## config.mk

```make
export PLATFORM = sky130hd
export DESIGN_NAME = gol_engine
export DESIGN_NICKNAME = d
export VERILOG_FILES = /design/src/rtl/gol_pkg.sv /design/src/rtl/gol_next_state.sv /design/src/rtl/gol_engine.sv
export SDC_FILE = /design/constraint.sdc
export NUM_CORES = 1
export LEC_CHECK = 0
export BUFFER_PORTS_ARGS = -buffer_cell sky130_fd_sc_hd__buf_2
export CAP_MARGIN = 20
export CORE_AREA = 10 10 185 222
export CTS_BUF_LIST = sky130_fd_sc_hd__clkbuf_4 sky130_fd_sc_hd__clkbuf_8
export DETAILED_ROUTE_END_ITERATION = 10
export DIE_AREA = 0 0 195 232
export PLACE_DENSITY = 0.63
export SYNTH_ARGS = -nofsm -noshare
export SYNTH_HDL_FRONTEND = slang
export SYNTH_SLANG_ARGS = --single-unit
export TNS_END_PERCENT = 5
```

## constraint.sdc

```tcl
create_clock -name clk -period 6.75 [get_ports clk]
set_input_delay 0.3375 -clock clk [delete_from_list [all_inputs] [get_ports clk]]
set_output_delay 0.3375 -clock clk [all_outputs]
set_load 0.05 [all_outputs]
```

## src/rtl/gol_pkg.sv

```systemverilog
// Shared types and the neighbour-count helper for the 8x8 Game of Life core.
// Cell (r,c) lives at bit 8*r+c of a grid word.
package gol_pkg;

   localparam int unsigned ROWS  = 8;
   localparam int unsigned COLS  = 8;
   localparam int unsigned CELLS = ROWS * COLS;

   typedef logic [CELLS-1:0] grid_t;

   typedef enum logic [1:0] {IDLE, RUN, HALT} gol_state_t;

   // Offsets are biased by +ROWS/+COLS so all arithmetic stays unsigned.
   function automatic logic [3:0] neighbour_count(input grid_t g,
                                                  input int unsigned r,
                                                  input int unsigned c,
                                                  input logic wrap);
      logic [3:0]  n;
      int unsigned rr;
      int unsigned cc;
      n = '0;
      for (int unsigned dr = 0; dr < 3; dr++) begin
         for (int unsigned dc = 0; dc < 3; dc++) begin
            if (!(dr == 1 && dc == 1)) begin
               rr = r + dr + ROWS - 1;
               cc = c + dc + COLS - 1;
               if (wrap) begin
                  rr = rr % ROWS;
                  cc = cc % COLS;
                  n  = n + {3'b000, g[6'(rr * COLS + cc)]};
               end else if (rr >= ROWS && rr < 2 * ROWS && cc >= COLS && cc < 2 * COLS) begin
                  n = n + {3'b000, g[6'((rr - ROWS) * COLS + (cc - COLS))]};
               end
            end
         end
      end
      return n;
   endfunction

endpackage

```

## src/rtl/gol_next_state.sv

```systemverilog
// Combinational one-generation evaluator: grid in, next generation out.
// WRAP=0 treats off-grid cells as dead, WRAP=1 wraps toroidally.
module gol_next_state
   import gol_pkg::*;
#(
   parameter int unsigned WRAP = 0
) (
   input  logic [63:0] i_grid,
   output logic [63:0] o_next
);

   logic [3:0] w_n;

   always_comb begin
      o_next = '0;
      w_n    = '0;
      for (int unsigned r = 0; r < ROWS; r++) begin
         for (int unsigned c = 0; c < COLS; c++) begin
            w_n = neighbour_count(i_grid, r, c, WRAP != 0);
            o_next[6'(r * COLS + c)] = (w_n == 4'd3) ||
                                       (i_grid[6'(r * COLS + c)] && w_n == 4'd2);
         end
      end
   end

endmodule

```

## src/rtl/gol_engine.sv

```systemverilog
// Sequential Game of Life core: grid register, IDLE/RUN/HALT control,
// generation pacing and the sticky stable/empty/done halt flags.
module gol_engine
   import gol_pkg::*;
#(
   parameter int unsigned PERIOD  = 1,
   parameter int unsigned MAX_GEN = 1000,
   parameter int unsigned GEN_W   = 16,
   parameter int unsigned WRAP    = 0
) (
   input  logic             clk,
   input  logic             reset,
   input  logic             load,
   input  logic [63:0]      seed,
   input  logic             start,
   input  logic             stop,
   input  logic             step,
   output logic [63:0]      grid,
   output logic [GEN_W-1:0] gen_count,
   output logic             running,
   output logic             stable,
   output logic             empty,
   output logic             done
);

   localparam int unsigned TICK_W = (PERIOD > 1) ? $clog2(PERIOD) : 1;

   gol_state_t        r_state;
   gol_state_t        w_state_nxt;
   logic [TICK_W-1:0] r_tick;
   logic [TICK_W-1:0] w_tick_nxt;
   grid_t             r_grid;
   grid_t             w_next;
   logic [GEN_W-1:0]  r_gen;
   logic [GEN_W-1:0]  w_gen_inc;
   logic              r_stable;
   logic              r_empty;
   logic              r_done;
   logic              w_upd;
   logic              w_stable;
   logic              w_empty;
   logic              w_done;

   gol_next_state #(.WRAP(WRAP)) u_next (
      .i_grid (r_grid),
      .o_next (w_next)
   );

   assign w_gen_inc = r_gen + 1'b1;
   assign w_stable  = (w_next == r_grid);
   assign w_empty   = (w_next == '0);
   assign w_done    = (w_gen_inc == GEN_W'(MAX_GEN));

   always_ff @(posedge clk or posedge reset) begin
      if (reset) begin
         r_state <= IDLE;
         r_tick  <= '0;
      end else begin
         r_state <= w_state_nxt;
         r_tick  <= w_tick_nxt;
      end
   end

   // Priority load > stop > start > step; an update that raises any flag halts.
   always_comb begin
      w_state_nxt = r_state;
      w_tick_nxt  = r_tick;
      w_upd       = 1'b0;
      if (load) begin
         w_state_nxt = IDLE;
         w_tick_nxt  = '0;
      end else begin
         unique case (r_state)
            IDLE: begin
               if (stop) begin
                  w_state_nxt = IDLE;
               end else if (start) begin
                  w_state_nxt = RUN;
                  w_tick_nxt  = '0;
               end else if (step) begin
                  w_upd = 1'b1;
               end
            end
            RUN: begin
               if (stop) begin
                  w_state_nxt = IDLE;
                  w_tick_nxt  = '0;
               end else if (r_tick == TICK_W'(PERIOD - 1)) begin
                  w_upd      = 1'b1;
                  w_tick_nxt = '0;
               end else begin
                  w_tick_nxt = r_tick + TICK_W'(1);
               end
            end
            HALT: w_state_nxt = HALT;
            default: w_state_nxt = IDLE;
         endcase
         if (w_upd && (w_stable || w_empty || w_done)) begin
            w_state_nxt = HALT;
         end
      end
   end

   always_comb begin
      running   = (r_state == RUN);
      grid      = r_grid;
      gen_count = r_gen;
      stable    = r_stable;
      empty     = r_empty;
      done      = r_done;
   end

   always_ff @(posedge clk or posedge reset) begin
      if (reset) begin
         r_grid   <= '0;
         r_gen    <= '0;
         r_stable <= 1'b0;
         r_empty  <= 1'b0;
         r_done   <= 1'b0;
      end else if (load) begin
         r_grid   <= seed;
         r_gen    <= '0;
         r_stable <= 1'b0;
         r_empty  <= 1'b0;
         r_done   <= 1'b0;
      end else if (w_upd) begin
         r_grid   <= w_next;
         r_gen    <= w_gen_inc;
         r_stable <= w_stable;
         r_empty  <= w_empty;
         r_done   <= w_done;
      end
   end

endmodule

```

==> results by group <==
Yosys
  • Synth Area in Simple Gates: 17.4%
  • Post-synthesis sequential element count: 85
  • Synth Area in Adders: 40.1%
  • Top post-synthesis cells by area: sky130_fd_sc_hd__fa_1, sky130_fd_sc_hd__dfrtp_1, sky130_fd_sc_hd__ha_1, sky130_fd_sc_hd__inv_1, sky130_fd_sc_hd__a21oi_1
  • Post-Synth XOR/XNOR Area: 0.944%
  • Top cells by count, synth: sky130_fd_sc_hd__inv_1, sky130_fd_sc_hd__fa_1, sky130_fd_sc_hd__ha_1, sky130_fd_sc_hd__nor2_1, sky130_fd_sc_hd__a21oi_1
  • Share of flip-flops with an asynchronous set or reset after synthesis: 100%
  • Mapped Avg Cell Area: 8.72 um2
  • Fraction of the mapped netlist area in compound gates: 16.0%
  • Biggest area consumer among synthesized cells: sky130_fd_sc_hd__fa_1
  • Combinational family with the most area after synthesis: adder cells
  • Netlist cell types: 78
  • Cell with the most instances after synthesis: sky130_fd_sc_hd__inv_1
  • Multiplexer area fraction after synthesis: 0.969%
  • Yosys top cell area share: 26.4%
  • Most instantiated flip-flop cell in the synthesis netlist: sky130_fd_sc_hd__dfrtp_1
  • Warning count from the yosys run: 0
  • Net count after synthesis: 2131
  • Post-synthesis sequential area ratio: 14.3%
  • Post-synthesis cell area: 14900 um2
  • EDFF count, synth: 0
  • Syn Inst Count: 1703

Placement
  • Number of buffers inserted by port buffering: 153
  • Placed wire-length estimate: 46.9 mm
  • Routability congestion estimate from global placement: 1.03
  • Total cell area at the placement stage: 16200 um2
  • Cell count after placement: 2310

CTS
  • Cts repair resizes: 0
  • CTS tree: done
  • Number of buffers created by CTS: 9
  • Clock tree buffer depth: 2
  • Clock sink total: 85
  • Clock Root Buffer: sky130_fd_sc_hd__clkbuf_8
  • Clock network latency to the later pin of the worst-skew pair: 0.46 ns
  • Clock transition time at the flip-flop clock pins of the worst setup and hold paths: 0.12 ns
  • Post-CTS setup-driven buffer insertion count: 0
  • Depth of the CTS H-tree: 3

Floorplanning
  • Vertical die dimension: 232 um
  • DIE AREA: 45200 um2
  • Horiz. Die Dim: 195 um
  • Core Region: 36600 um2
  • Row count: 77
  • Initial cell density of the core: 40.6%
  • Total I/O pin count: 154

STA
  • Final-layout setup total negative slack: 0 ns
  • Final worst-path cycle share: 84.9%
  • Worst slew slack as a fraction of its limit: 38.2%
  • Clock period minus final worst setup slack: 5.73 ns
  • Actual slew at the worst max-slew pin: 0.919 ns
  • Total count of hold-check failures in the final report: 0
  • Final count of pins violating max slew: 0
  • Count of endpoints failing setup in the final report: 0
  • Skew final: 0.0188 ns
  • Setup repair after global routing missed its margin: false
  • Highest Clock Rate: 0.174 GHz

Worst hold path
  • Capture endpoint of the worst hold path: grid[9]
  • Worst min-delay path class: primary input to flip-flop
  • Number of cells on the worst hold path: 3
  • Hold path startpoint: seed[9]

Detailed routing
  • Average vias per placed instance: 5.80
  • Number of vias after detailed routing: 13500
  • Number of design-rule violations left by the first detailed-router iteration: 1121
  • Residual DRC: 0
  • Number of iterations in the first detailed-routing pass: 6
  • Wire length reported by the detailed router: 57.4 mm
  • Final antenna-violating net count: 0
  • Detail-routed net length per standard cell: 24.7 um

Setup path
  • R2R Setup Slk: 1.02 ns
  • Worst R2R End: r_state[0]
  • Kind of start point of the critical path: flip-flop
  • Worst setup path class: flip-flop to flip-flop
  • Worst endpoint required time: 7.08 ns
  • Count of cells along the worst register-to-register path: 13
  • Max Fanout on Critical Path: 11
  • Arr. time, crit path: 6.06 ns
  • Crit end category: flip-flop
  • Start of the worst register-to-register path: grid[36]

Layout
  • Area growth from synthesis to layout: 10.2%
  • Post-layout instance area: 16400 um2
  • Area used by multi-input combinational logic: 11200 um2
  • Net count, final: 2276
  • Number of non-filler instances in the completed layout: 2327
  • Fraction of layout cells with a size suffix above 1: 11.1%
  • Antenna diode count: 0
  • Final core utilization: 44.7%
  • Filler Cell Count: 3706
  • Storage cell area: 2130 um2

Flow run
  • Max Cap Viol: 0

Global route
  • First-pass GRT wire length: 85.9 mm
  • Vias in the first global route: 13700
  • Pin count of the biggest net entering global routing: 84
  • Total overflow reported by the global router: 0
  • Total GRT Usage: 25.0%
  • Number of antenna violations at the first check in global routing: 0

Run status
  • Outcome: completed
## flip-flops by register name, indices dropped and copies added (netlist names)
| register | flops |
|---|---|
| grid | 64 |
| gen_count | 16 |
| r_state | 2 |
| done | 1 |
| empty | 1 |
| stable | 1 |
## area by class of cell
class / instances / area share, %
clock inverter: 5 / 0.222
sequential: 85 / 13.0
tap: 474 / 3.62
multi-input combinational: 1220 / 68.5
timing repair buffer: 166 / 5.31
inverter: 366 / 8.41
clock buffer: 11 / 0.887
## how the worst max path moves through the flow
stage,startpoint,endpoint,slack [ns],cells past startpoint
floorplan,grid[36],r_state[0],1.69,15
finish,grid[36],r_state[0],1.02,13
CTS,grid[36],r_state[0],1.21,13
global placement,grid[36],r_state[0],1.32,13
detailed placement,grid[36],r_state[0],1.23,13
global route,grid[36],r_state[0],0.93,13
## critical path, stage by stage, from the launching register on
cell                        delay (ns)
sky130_fd_sc_hd__dfrtp_1          0.76
sky130_fd_sc_hd__inv_1            0.38
sky130_fd_sc_hd__fa_1             0.57
sky130_fd_sc_hd__fa_1             0.49
sky130_fd_sc_hd__inv_1            0.05
sky130_fd_sc_hd__fa_1             0.38
sky130_fd_sc_hd__inv_1            0.08
sky130_fd_sc_hd__fa_1             0.45
sky130_fd_sc_hd__nand3b_1         0.33
sky130_fd_sc_hd__a32o_1           0.32
sky130_fd_sc_hd__a2111oi_0        0.61
sky130_fd_sc_hd__or4b_1           0.51
sky130_fd_sc_hd__nor4_2           0.49
sky130_fd_sc_hd__o21ai_0          0.17
## cell usage in the layout, fill, tap and decap left out, types with 11 or more instances in the layout
cell                         n
sky130_fd_sc_hd__inv_1     365
sky130_fd_sc_hd__fa_1      196
sky130_fd_sc_hd__ha_1      162
sky130_fd_sc_hd__buf_2     152
sky130_fd_sc_hd__nor2_1    119
sky130_fd_sc_hd__a21oi_1   112
sky130_fd_sc_hd__dfrtp_1    85
sky130_fd_sc_hd__nand2_1    82
sky130_fd_sc_hd__o21ai_0    51
sky130_fd_sc_hd__nor3b_1    41
sky130_fd_sc_hd__nor2b_1    37
sky130_fd_sc_hd__nand2b_1   36
sky130_fd_sc_hd__a211oi_1   34
sky130_fd_sc_hd__nand3_1    29
sky130_fd_sc_hd__nor3_1     23
sky130_fd_sc_hd__nand4_1    22
sky130_fd_sc_hd__a21o_1     20
sky130_fd_sc_hd__nor4_1     19
sky130_fd_sc_hd__a22o_1     17
sky130_fd_sc_hd__o22ai_1    16
sky130_fd_sc_hd__a31oi_1    13
sky130_fd_sc_hd__nor4bb_1   13
sky130_fd_sc_hd__buf_4      13
sky130_fd_sc_hd__mux2i_1    11
## routing by layer
metal | share of wire, % | global-route usage (%) | vias up
met5 | 0 | 0 | -
met4 | 4.9 | 12.6 | 0
met3 | 6.6 | 4.71 | 100
met2 | 48 | 41.3 | 504
met1 | 41 | 30.7 | 6838
li1 | - | - | 6061
## kinds of logic (layout without fill, tap and decap cells)
group | Yosys count | in the layout
fa+ha+maj | 358 | 358
mux | 14 | 14
compound gates | 359 | 359
flops | 85 | 85
xor+xnor | 16 | 16
simple gates | 473 | 473
buf+inv | 398 | 548
## per-stage QoR
| stage | hold WS, ns | setup slack, ns |
|---|---|---|
| CTS | 0.0395 | 1.21 |
| global placement | 0.386 | 1.32 |
| floorplan | 0.457 | 1.69 |
| finish | 0.0583 | 1.02 |
| global route | 0.0573 | 0.929 |
| detailed placement | 0.388 | 1.23 |
## timing repair
item,4_1_cts,5_1_grt
endpoints found under the setup margin,0,0
hold buffers,1,0
endpoints found under the hold margin,27,0
Power is not shown: default switching activity piles up to over one toggle a cycle in this logic, so the estimate is an artifact.
